`config.mk`:
```
export PLATFORM = sky130hd
export DESIGN_NAME = wb_arbiter_flat
export DESIGN_NICKNAME = d
export VERILOG_FILES = /design/src/rtl/wb_pkg.sv /design/src/rtl/wb_arbiter_if.sv /design/src/rtl/wb_slot.sv /design/src/rtl/wb_arbiter.sv /design/src/flat_wrapper.sv
export SDC_FILE = /design/constraint.sdc
export NUM_CORES = 1
export LEC_CHECK = 0
export CAP_MARGIN = 15
export CORE_MARGIN = 3
export CORE_UTILIZATION = 40
export DETAILED_ROUTE_END_ITERATION = 10
export PLACE_DENSITY = 0.72
export SLEW_MARGIN = 20
export SYNTH_ARGS = -nofsm -noshare
export SYNTH_HDL_FRONTEND = slang
export SYNTH_SLANG_ARGS = --single-unit
```
`constraint.sdc`:
```
create_clock -name clk -period 2.56 [get_ports clk]
set_clock_uncertainty 0.05 [all_clocks]
set_input_delay 0.256 -clock clk [delete_from_list [all_inputs] [get_ports clk]]
set_output_delay 0.256 -clock clk [all_outputs]
set_load 0.01 [all_outputs]
```
`src/rtl/wb_pkg.sv`:
```
// Shared definitions for the writeback arbiter slice.
//   NUM_WB_REQ : number of producers sharing the regfile write port
//   addrWidth  : register-select width for a given register count
//   wb_req_t   : one buffered write (select + data) at the default widths
package wb_pkg;

  localparam int NUM_WB_REQ       = 2;
  localparam int DEF_DATA_WIDTH   = 32;
  localparam int DEF_REG_COUNT    = 32;

  function automatic int addrWidth(input int regCount);
    return (regCount > 1) ? $clog2(regCount) : 1;
  endfunction

  localparam int DEF_ADDR_WIDTH = addrWidth(DEF_REG_COUNT);

  typedef struct packed {
    logic [DEF_ADDR_WIDTH-1:0] sel;
    logic [DEF_DATA_WIDTH-1:0] data;
  } wb_req_t;

endpackage

```
`src/rtl/wb_arbiter_if.sv`:
```
// Bus bundle between the producers/decode stage and the writeback arbiter.
//   req_valid/req_ready/req_sel/req_data : per-producer write handshake
//   wen/regW_sel/regW_i                  : regfile write port
//   regA_sel/regB_sel                    : snooped decode read selectors
//   hazard_a/hazard_b                    : pending-write hits on A/B
// Modports: master = producers + decode, slave = arbiter.
interface wb_arbiter_if
  import wb_pkg::*;
#(
  parameter int DATA_WIDTH = 32,
  parameter int ADDR_WIDTH = 5
);

  logic [NUM_WB_REQ-1:0]                 req_valid;
  logic [NUM_WB_REQ-1:0]                 req_ready;
  logic [NUM_WB_REQ-1:0][ADDR_WIDTH-1:0] req_sel;
  logic [NUM_WB_REQ-1:0][DATA_WIDTH-1:0] req_data;
  logic                                  wen;
  logic [ADDR_WIDTH-1:0]                 regW_sel;
  logic [DATA_WIDTH-1:0]                 regW_i;
  logic [ADDR_WIDTH-1:0]                 regA_sel;
  logic [ADDR_WIDTH-1:0]                 regB_sel;
  logic                                  hazard_a;
  logic                                  hazard_b;

  modport master (
    output req_valid, req_sel, req_data, regA_sel, regB_sel,
    input  req_ready, wen, regW_sel, regW_i, hazard_a, hazard_b
  );

  modport slave (
    input  req_valid, req_sel, req_data, regA_sel, regB_sel,
    output req_ready, wen, regW_sel, regW_i, hazard_a, hazard_b
  );

endinterface

```
`src/rtl/wb_slot.sv`:
```
// One-entry holding buffer for a single writeback producer.
//   inValid/inSel/inData : producer request
//   grant                : arbiter is retiring this entry this cycle
//   ready                : producer may hand over (empty, or draining now)
//   load                 : a non-x0 write is captured at this edge
//   bufV/bufSel/bufData  : buffered entry
module wb_slot #(
  parameter int DATA_WIDTH = 32,
  parameter int ADDR_WIDTH = 5
) (
  input  logic                  clk,
  input  logic                  rst,
  input  logic                  inValid,
  input  logic [ADDR_WIDTH-1:0] inSel,
  input  logic [DATA_WIDTH-1:0] inData,
  input  logic                  grant,
  output logic                  ready,
  output logic                  load,
  output logic                  bufV,
  output logic [ADDR_WIDTH-1:0] bufSel,
  output logic [DATA_WIDTH-1:0] bufData
);

  assign ready = !rst && (!bufV || grant);

  // Writes to x0 complete the handshake but are never buffered.
  assign load = inValid && ready && (inSel != '0);

  always_ff @(posedge clk or posedge rst) begin
    if (rst) begin
      bufV    <= 1'b0;
      bufSel  <= '0;
      bufData <= '0;
    end else if (load) begin
      bufV    <= 1'b1;
      bufSel  <= inSel;
      bufData <= inData;
    end else if (grant) begin
      bufV    <= 1'b0;
    end
  end

endmodule

```
`src/rtl/wb_arbiter.sv`:
```
// Writeback arbiter: two producers share the regfile write port.
//   clk, rst : clock and asynchronous active-high reset
//   bus      : wb_arbiter_if.slave (handshakes, write port, hazard snoop)
// One buffered write retires per cycle, oldest first; simultaneous arrivals
// are resolved by a round-robin bit that flips after each tie.
module wb_arbiter
  import wb_pkg::*;
#(
  parameter int DATA_WIDTH = 32,
  parameter int REG_COUNT  = 32
) (
  input  logic         clk,
  input  logic         rst,
  wb_arbiter_if.slave  bus
);

  localparam int ADDR_WIDTH = addrWidth(REG_COUNT);

  logic [NUM_WB_REQ-1:0]                 bufV;
  logic [NUM_WB_REQ-1:0]                 load;
  logic [NUM_WB_REQ-1:0]                 grant;
  logic [NUM_WB_REQ-1:0]                 ready;
  logic [NUM_WB_REQ-1:0]                 nextV;
  logic [NUM_WB_REQ-1:0][ADDR_WIDTH-1:0] bufSel;
  logic [NUM_WB_REQ-1:0][DATA_WIDTH-1:0] bufData;

  logic older;  // index of the older entry when both are valid
  logic tie;    // both entries were loaded at the same edge
  logic rr;     // tie winner

  for (genvar i = 0; i < NUM_WB_REQ; i++) begin : g_slot
    wb_slot #(
      .DATA_WIDTH (DATA_WIDTH),
      .ADDR_WIDTH (ADDR_WIDTH)
    ) u_slot (
      .clk     (clk),
      .rst     (rst),
      .inValid (bus.req_valid[i]),
      .inSel   (bus.req_sel[i]),
      .inData  (bus.req_data[i]),
      .grant   (grant[i]),
      .ready   (ready[i]),
      .load    (load[i]),
      .bufV    (bufV[i]),
      .bufSel  (bufSel[i]),
      .bufData (bufData[i])
    );
  end

  assign bus.req_ready = ready;

  // Grant depends only on registered state, so req_* never reaches wen.
  always_comb begin
    grant = '0;
    case (bufV)
      2'b01:   grant = 2'b01;
      2'b10:   grant = 2'b10;
      2'b11:   grant = (tie ? rr : older) ? 2'b10 : 2'b01;
      default: grant = '0;
    endcase
  end

  assign bus.wen      = |grant;
  assign bus.regW_sel = grant[1] ? bufSel[1]  : (grant[0] ? bufSel[0]  : '0);
  assign bus.regW_i   = grant[1] ? bufData[1] : (grant[0] ? bufData[0] : '0);

  assign nextV = load | (bufV & ~grant);

  always_ff @(posedge clk or posedge rst) begin
    if (rst) begin
      older <= 1'b0;
      tie   <= 1'b0;
      rr    <= 1'b0;
    end else begin
      // A tie is always resolved by exactly one grant while both are valid.
      if ((&bufV) && tie) rr <= ~rr;

      if (&load) begin
        tie <= 1'b1;
      end else if (load[0] && nextV[1]) begin
        older <= 1'b1;
        tie   <= 1'b0;
      end else if (load[1] && nextV[0]) begin
        older <= 1'b0;
        tie   <= 1'b0;
      end else if (!(&nextV)) begin
        tie <= 1'b0;
      end
    end
  end

  logic hazA;
  logic hazB;

  always_comb begin
    hazA = 1'b0;
    hazB = 1'b0;
    for (int i = 0; i < NUM_WB_REQ; i++) begin
      if (bufV[i] && bufSel[i] == bus.regA_sel && bus.regA_sel != '0) hazA = 1'b1;
      if (bufV[i] && bufSel[i] == bus.regB_sel && bus.regB_sel != '0) hazB = 1'b1;
    end
  end

  assign bus.hazard_a = hazA;
  assign bus.hazard_b = hazB;

endmodule

```
`src/flat_wrapper.sv`:
```
// flat-port wrapper written by rule: the top's interface ports become plain ports
module wb_arbiter_flat import wb_pkg::*;
#(
  parameter int DATA_WIDTH = 32,
  parameter int REG_COUNT  = 32
)
  (clk, rst, bus_req_valid, bus_req_sel, bus_req_data, bus_regA_sel, bus_regB_sel, bus_req_ready, bus_wen, bus_regW_sel, bus_regW_i, bus_hazard_a, bus_hazard_b);
  wb_arbiter_if #(.DATA_WIDTH(DATA_WIDTH), .ADDR_WIDTH((addrWidth((32))))) bus_i ();
  input  logic clk;
  input  logic rst;
  input wire logic [$bits(bus_i.req_valid)-1:0] bus_req_valid;
  input wire logic [$bits(bus_i.req_sel)-1:0] bus_req_sel;
  input wire logic [$bits(bus_i.req_data)-1:0] bus_req_data;
  input wire logic [$bits(bus_i.regA_sel)-1:0] bus_regA_sel;
  input wire logic [$bits(bus_i.regB_sel)-1:0] bus_regB_sel;
  output wire logic [$bits(bus_i.req_ready)-1:0] bus_req_ready;
  output wire logic [$bits(bus_i.wen)-1:0] bus_wen;
  output wire logic [$bits(bus_i.regW_sel)-1:0] bus_regW_sel;
  output wire logic [$bits(bus_i.regW_i)-1:0] bus_regW_i;
  output wire logic [$bits(bus_i.hazard_a)-1:0] bus_hazard_a;
  output wire logic [$bits(bus_i.hazard_b)-1:0] bus_hazard_b;
  assign bus_i.req_valid = bus_req_valid;
  assign bus_i.req_sel = bus_req_sel;
  assign bus_i.req_data = bus_req_data;
  assign bus_i.regA_sel = bus_regA_sel;
  assign bus_i.regB_sel = bus_regB_sel;
  assign bus_req_ready = bus_i.req_ready;
  assign bus_wen = bus_i.wen;
  assign bus_regW_sel = bus_i.regW_sel;
  assign bus_regW_i = bus_i.regW_i;
  assign bus_hazard_a = bus_i.hazard_a;
  assign bus_hazard_b = bus_i.hazard_b;
  wb_arbiter #(.DATA_WIDTH(DATA_WIDTH), .REG_COUNT(REG_COUNT)) u_core (.clk(clk), .rst(rst), .bus(bus_i));
endmodule
```
Word level (Yosys, flattened, before mapping). Cells that the tools add are included.

Register bits after elaboration: 79. Latch bits: 0. RAM bits: 0. Memory bits (read-only): 0. Bits of input ports: 88. Output and inout port bits: 42. Logic and storage cells: 77. Memories kept: 0.

$add $sub $neg: 0. Multipliers: 0. Div/mod/pow operators: 0. $lt $le $gt $ge: 0. Eq/ne operators: 8. Shift operators: 0. Multiplexer cells: 21. Bitwise logic cells: 5. Reduce and logical (&&, ||, !) cells: 34.

Operators by type and width (count): $mux 32 (2); $eq 5x5->1 (4); $reduce_bool 5->1 (4); $logic_and 1x1->1 (17); $mux 1 (15); $mux 5 (2); $reduce_and 2->1 (4); $pmux 2 s3 (1); $reduce_bool 2->1 (3); $eq 2x2->1 const B (2); $ne 4x1->1 const B (1); $logic_not 1->1 (3); $and 2x2->2 (1); $eq 2x1->1 const B (1); $logic_or 1x1->1 (2); $mux 2 (1); $not 1->1 (2); $not 2->2 (1); $or 2x2->2 (1); $reduce_or 2->1 (1).

Logic depth before layout (Yosys ltp).
Depth in word-level cells: 13. Depth in mapped cells: 7. Mapped depth without buffers: 4.

Hierarchy. Synthesis repeated with hierarchy kept, for this count alone.

Cell total of the unflattened synthesis: 276. Area, all modules: 4050.1 um^2.

Modules (own cells, without submodules): wb_slot (instances 2, cells an instance 88, area each 1605.3 um^2, seq. area each 950.9 um^2); wb_arbiter (instances 1, cells an instance 100, area each 839.6 um^2, seq. area each 75.1 um^2).

Least setup slack after synthesis. No wires, ideal clock.

Path type: register to register. Start point: register u_core.tie. End point: register u_core.g_slot[0].u_slot.bufData[0]. Setup time: 0.127 ns. Arrival time: 1.618 ns. Data required time: 2.383 ns. Setup slack: 0.764 ns. Cell stages (with the launch flop): 7. Buffers on the path: 2. Clock period less this slack: 1.796 ns. Cells stage by stage: dfrtp_1 mux2_4 a21oi_2 and2_4 buf_6 buf_6 mux2_1.

Longest elaborated chain between the ends: 7.

RTL lines: start: declaration (line wb_arbiter.sv:28) `logic tie;`; start signal: assignment (line wb_arbiter.sv:72) `tie <= 1'b0;`; start signal: assignment (line wb_arbiter.sv:79) `tie <= 1'b1;`; start signal: assignment (line wb_arbiter.sv:82) `tie <= 1'b0;`; $mux 1 (line wb_arbiter.sv:58) `2'b11: grant = (tie ? rr : older) ? 2'b10 : 2'b01;`; $mux 2 (line wb_arbiter.sv:58); $pmux 2 s3 (line wb_arbiter.sv:55) `case (bufV)`; $logic_or 1x1->1 (line wb_slot.sv:24) `assign ready = !rst && (!bufV || grant);`; $logic_and 1x1->1 (line wb_slot.sv:24); $logic_and 1x1->1 (2 in series) (line wb_slot.sv:27) `assign load = inValid && ready && (inSel != '0);`; end signal: assignment (line wb_slot.sv:37) `bufData <= inData;`; end: declaration (line wb_slot.sv:21) `output logic [DATA_WIDTH-1:0] bufData`.

Every way passes these cells. A chain may end at the register's enable or synchronous reset.

Final worst setup path.
Start point: register u_core.tie. End point: output port bus_regW_i[24].

Longest elaborated chain between the ends: 5.

RTL lines: $mux 1 (*) (line wb_arbiter.sv:58); $mux 2 (*) (line wb_arbiter.sv:58); $pmux 2 s3 (*) (line wb_arbiter.sv:55); $mux 32 (line wb_arbiter.sv:65) `assign bus.regW_i = grant[1] ? bufData[1] : (grant[0] ? bufData[0] : '0);`; $mux 32 (*) (line wb_arbiter.sv:65); end: declaration (line flat_wrapper.sv:19) `output wire logic [$bits(bus_i.regW_i)-1:0] bus_regW_i;`.

Every way passes the cells marked *; elsewhere a longest branch is shown, timed or not.

==> results.sh <==
export IMPL_arrival_ns=2.15
export IMPL_postSynth_asyncResetShare=1.00
export IMPL_synthTopCellsByCount="79 x sky130_fd_sc_hd__dfrtp_1, 37 x sky130_fd_sc_hd__a22o_1, 37 x sky130_fd_sc_hd__mux2_4"
export IMPL_number_of_synthesized_flops_with_an_enable_pin=0
export IMPL_cts_inserted_buffers=9
export IMPL_grt_first_pass_wirelength_um=16600
export IMPL_final_cell_area_sq_um=5620
export IMPL_cts_root_buffer="sky130_fd_sc_hd__clkbuf_8"
export IMPL_synth_top_area_cell="sky130_fd_sc_hd__dfrtp_1"
export IMPL_detail_route_antenna_nets=0
export IMPL_std_cell_rows=35
export IMPL_r2r_start="u_core.g_slot[0].u_slot.bufV"
export IMPL_top_count_cell_post_synth="sky130_fd_sc_hd__dfrtp_1"
export IMPL_reg2reg_end="u_core.g_slot[1].u_slot.bufData[25]"
export IMPL_avgViaCountPerCell=5.17
export IMPL_grt_max_degree=42
export IMPL_final_util=0.606
export IMPL_detailed_place_area_sq_um=5290
export IMPL_cp_data_required_time_ns=2.25
export IMPL_io_buffer_count=129
export IMPL_timing_final_max_slew_violations=0
export IMPL_synth_sequential_area_ratio=0.515
export IMPL_grt_antenna_before_repair=0
export IMPL_synth_lib_cells_used_distinct=30
export IMPL_worst_pin_slew_ns=0.530
export IMPL_post_route_period_util=0.960
export IMPL_chipHeight_um=104
export IMPL_clkSlewWorstSetupHoldPaths_ns=0.09
export IMPL_htreeDepth=3
export IMPL_design_core_area_sq_um=9280
export IMPL_maxSlewHeadroom=0.647
export IMPL_synth_largest_type_area_fraction=0.515
export IMPL_cellPowerDensity_nw_per_um2=653
export IMPL_floorplan_initialDensity=0.413
export IMPL_drive_above_1_share=0.259
export IMPL_max_stage_delay_ns=0.53
export IMPL_cts_tree="built"
export IMPL_worst_ir_drop_vdd_uv=324
export IMPL_clock_tree_buffer_depth=2
export IMPL_worstPathCellList="mux2_4 -> a21boi_4 -> buf_12 -> a22o_1 -> clkdlybuf4s50_1"
export IMPL_gr_usage_met3=0.0435
export IMPL_cells_after_synthesis=271
export IMPL_grt_util_met2=0.318
export IMPL_synth_top_cells_by_area="sky130_fd_sc_hd__dfrtp_1 51%, sky130_fd_sc_hd__mux2_4 14%, sky130_fd_sc_hd__mux2_2 8.5%, sky130_fd_sc_hd__a22o_1 8.4%, sky130_fd_sc_hd__xor2_1 3.7%"
export IMPL_post_synth_instance_area_sq_um=3840
export IMPL_clk_insertion_delay_late_ns=0.34
export IMPL_final_nets=500
export IMPL_cap_viol_max_count=0
export IMPL_finalCriticalPeriod_ns=2.46
export IMPL_drt_pass1_iter_count=4
export IMPL_dr_total_vias=2823
export IMPL_holdCritPathClass="primary input to asynchronous set/reset pin"
export IMPL_global_route_usage_met1=0.249
export IMPL_crit_end="bus_regW_i[24]"
export IMPL_wl_um=10200
export IMPL_number_of_inserted_diodes=0
export IMPL_routed_wire_length_per_instance_um=18.7
export IMPL_filler_cell_count=749
export IMPL_dieArea_sq_um=10800
export IMPL_mappedNetlistNets=359
export IMPL_grt_remaining_overflow=0
export IMPL_rsz0062_at_grt="false"
export IMPL_clock_sink_count=79
export IMPL_crit_path_top_delay_cell="sky130_fd_sc_hd__clkdlybuf4s50_1"
export IMPL_most_crowded_layer_gr="met2"
export IMPL_setup_crit_end_kind="primary output"
export IMPL_max_clock_freq_ghz=0.407
export IMPL_dr_first_iter_drc_count=66
export IMPL_die_w_um=104
export IMPL_grt_pass1_vias=3075
export IMPL_timing_critical_path_from="u_core.tie"
export IMPL_final_setup_viol_count=0
export IMPL_area_growth_synth_to_final_pct=46.5
export IMPL_power_leakage_nw=2.51
export IMPL_worst_setup_path_start_kind="register"
export IMPL_outcome="complete, no violations"
export IMPL_grt_resource_usage_total=0.192
export IMPL_gp_routability_congestion=0.856
export IMPL_timing_setup_critical_path_class="register to primary output"
export IMPL_synth_yosys_warnings=0
export IMPL_remaining_drc_errors=0
export IMPL_syn_area_cell_sq_um=14.2
export IMPL_timing_final_hold_violations=0
export IMPL_reg2reg_depth=6
export IMPL_crit_fanout=15
export IMPL_dpl_hpwl_um=6780
export IMPL_floorplan_io_pins=130
export IMPL_rrSetupSlack_ns=0.23
export IMPL_synth_seq_cells=79
export IMPL_ys_dominant_reg_cell="sky130_fd_sc_hd__dfrtp_1"
## cell usage in the layout, fill, tap and decap left out, types with 3 or more instances in the layout
master / netlist / routed
sky130_fd_sc_hd__clkdlybuf4s50_1: 0 / 99
sky130_fd_sc_hd__dfrtp_1: 79 / 79
sky130_fd_sc_hd__mux2_4: 37 / 37
sky130_fd_sc_hd__a22o_1: 37 / 37
sky130_fd_sc_hd__dlygate4sd2_1: 0 / 30
sky130_fd_sc_hd__mux2_2: 29 / 29
sky130_fd_sc_hd__xor2_1: 16 / 16
sky130_fd_sc_hd__buf_4: 5 / 11
sky130_fd_sc_hd__clkbuf_8: 0 / 10
sky130_fd_sc_hd__mux2_1: 7 / 7
sky130_fd_sc_hd__a21oi_1: 6 / 6
sky130_fd_sc_hd__xnor2_1: 5 / 5
sky130_fd_sc_hd__buf_12: 0 / 5
sky130_fd_sc_hd__nand2_1: 4 / 4
sky130_fd_sc_hd__nor4_1: 4 / 4
sky130_fd_sc_hd__nand3_1: 4 / 4
sky130_fd_sc_hd__or4_1: 3 / 3
sky130_fd_sc_hd__nor2_1: 3 / 3
sky130_fd_sc_hd__a21boi_4: 0 / 3
sky130_fd_sc_hd__bufinv_16: 0 / 3
## cells by family (layout without fill, tap and decap cells)
| group | Yosys count | in the layout | synth area share |
|---|---|---|---|
| XOR/XNOR | 21 | 21 | 0.0479 |
| AO/OA/AOI/OAI | 52 | 53 | 0.111 |
| flip-flops | 79 | 79 | 0.515 |
| buffers and inverters | 20 | 165 | 0.0372 |
| multiplexers | 74 | 74 | 0.253 |
| AND/OR/NAND/NOR | 25 | 25 | 0.0362 |
## layer usage
| metal | wire length (um) | share of wire |
|---|---|---|
| met4 | 187 | 0.018 |
| met3 | 577 | 0.056 |
| met5 | 0 | 0 |
| met2 | 5030 | 0.49 |
| met1 | 4430 | 0.43 |
## state kept, by name (all words and copies together), names as in the netlist
register	cells
u_core.g_slot.u_slot.bufData	64
u_core.g_slot.u_slot.bufSel	10
u_core.g_slot.u_slot.bufV	2
u_core.older	1
u_core.rr	1
u_core.tie	1
## worst max-delay path, delay by kind of cell, from the launching register on
| family | cells | cell delay, ns |
|---|---|---|
| flip-flops | 1 | 0.43 |
| buffers and inverters | 2 | 0.70 |
| AO/OA/AOI/OAI | 2 | 0.31 |
| multiplexers | 1 | 0.35 |
## per-stage QoR
step	hold WS [ns]	setup TNS [ns]	instances	total power, mW	worst slack [ns]
2_1_floorplan	0.323	0	271	2.10	0.231
3_3_place_gp	0.418	0	522	2.52	0.00221
3_5_place_dp	0.430	-1.26	522	2.54	-0.0616
4_1_cts	0.410	0	543	3.69	0.000431
5_1_grt	0.444	0	546	3.86	0.00645
6_report	0.408	0	546	3.67	0.103
## power by group
part,switching [mW],leakage (nW),internal (mW),total (mW)
combinational,0.339,1.44,0.577,0.916
clock,0.475,0.127,0.681,1.16
sequential,0.152,0.935,1.45,1.60
## how the worst min path moves through the flow
stage / endpoint / from / cells after the start
final: u_core.g_slot[0].u_slot.bufData[2] / rst / 3
after global routing: u_core.g_slot[1].u_slot.bufData[5] / rst / 3
after CTS: u_core.g_slot[1].u_slot.bufData[2] / rst / 3
after detailed placement: u_core.g_slot[0].u_slot.bufData[1] / u_core.g_slot[0].u_slot.bufData[1] / 1
after global placement: u_core.g_slot[0].u_slot.bufData[0] / u_core.g_slot[0].u_slot.bufData[0] / 1
after floorplan: u_core.g_slot[0].u_slot.bufSel[2] / bus_req_sel[2] / 2
## timing repair
action                                  in CTS  in global routing
endpoints found under the setup margin      37                  7
gates cloned                                 1                  1
resized for setup                           32                  0
pin swaps                                    2                  1
hold buffers                                 0                  0
buffers inserted                             4                  2
## cell type report
| class | count | area (sq um) | share of cell area |
|---|---|---|---|
| Sequential cell | 79 | 1980 | 0.352 |
| Clock inverter | 6 | 116 | 0.0207 |
| Timing Repair Buffer | 146 | 1460 | 0.260 |
| Clock buffer | 10 | 138 | 0.0245 |
| Multi-Input combinational cell | 173 | 1760 | 0.312 |
| Inverter | 3 | 12.5 | 0.00223 |
| Tap cell | 129 | 161 | 0.0287 |
No activity file was read; power rests on OpenSTA's default activity.
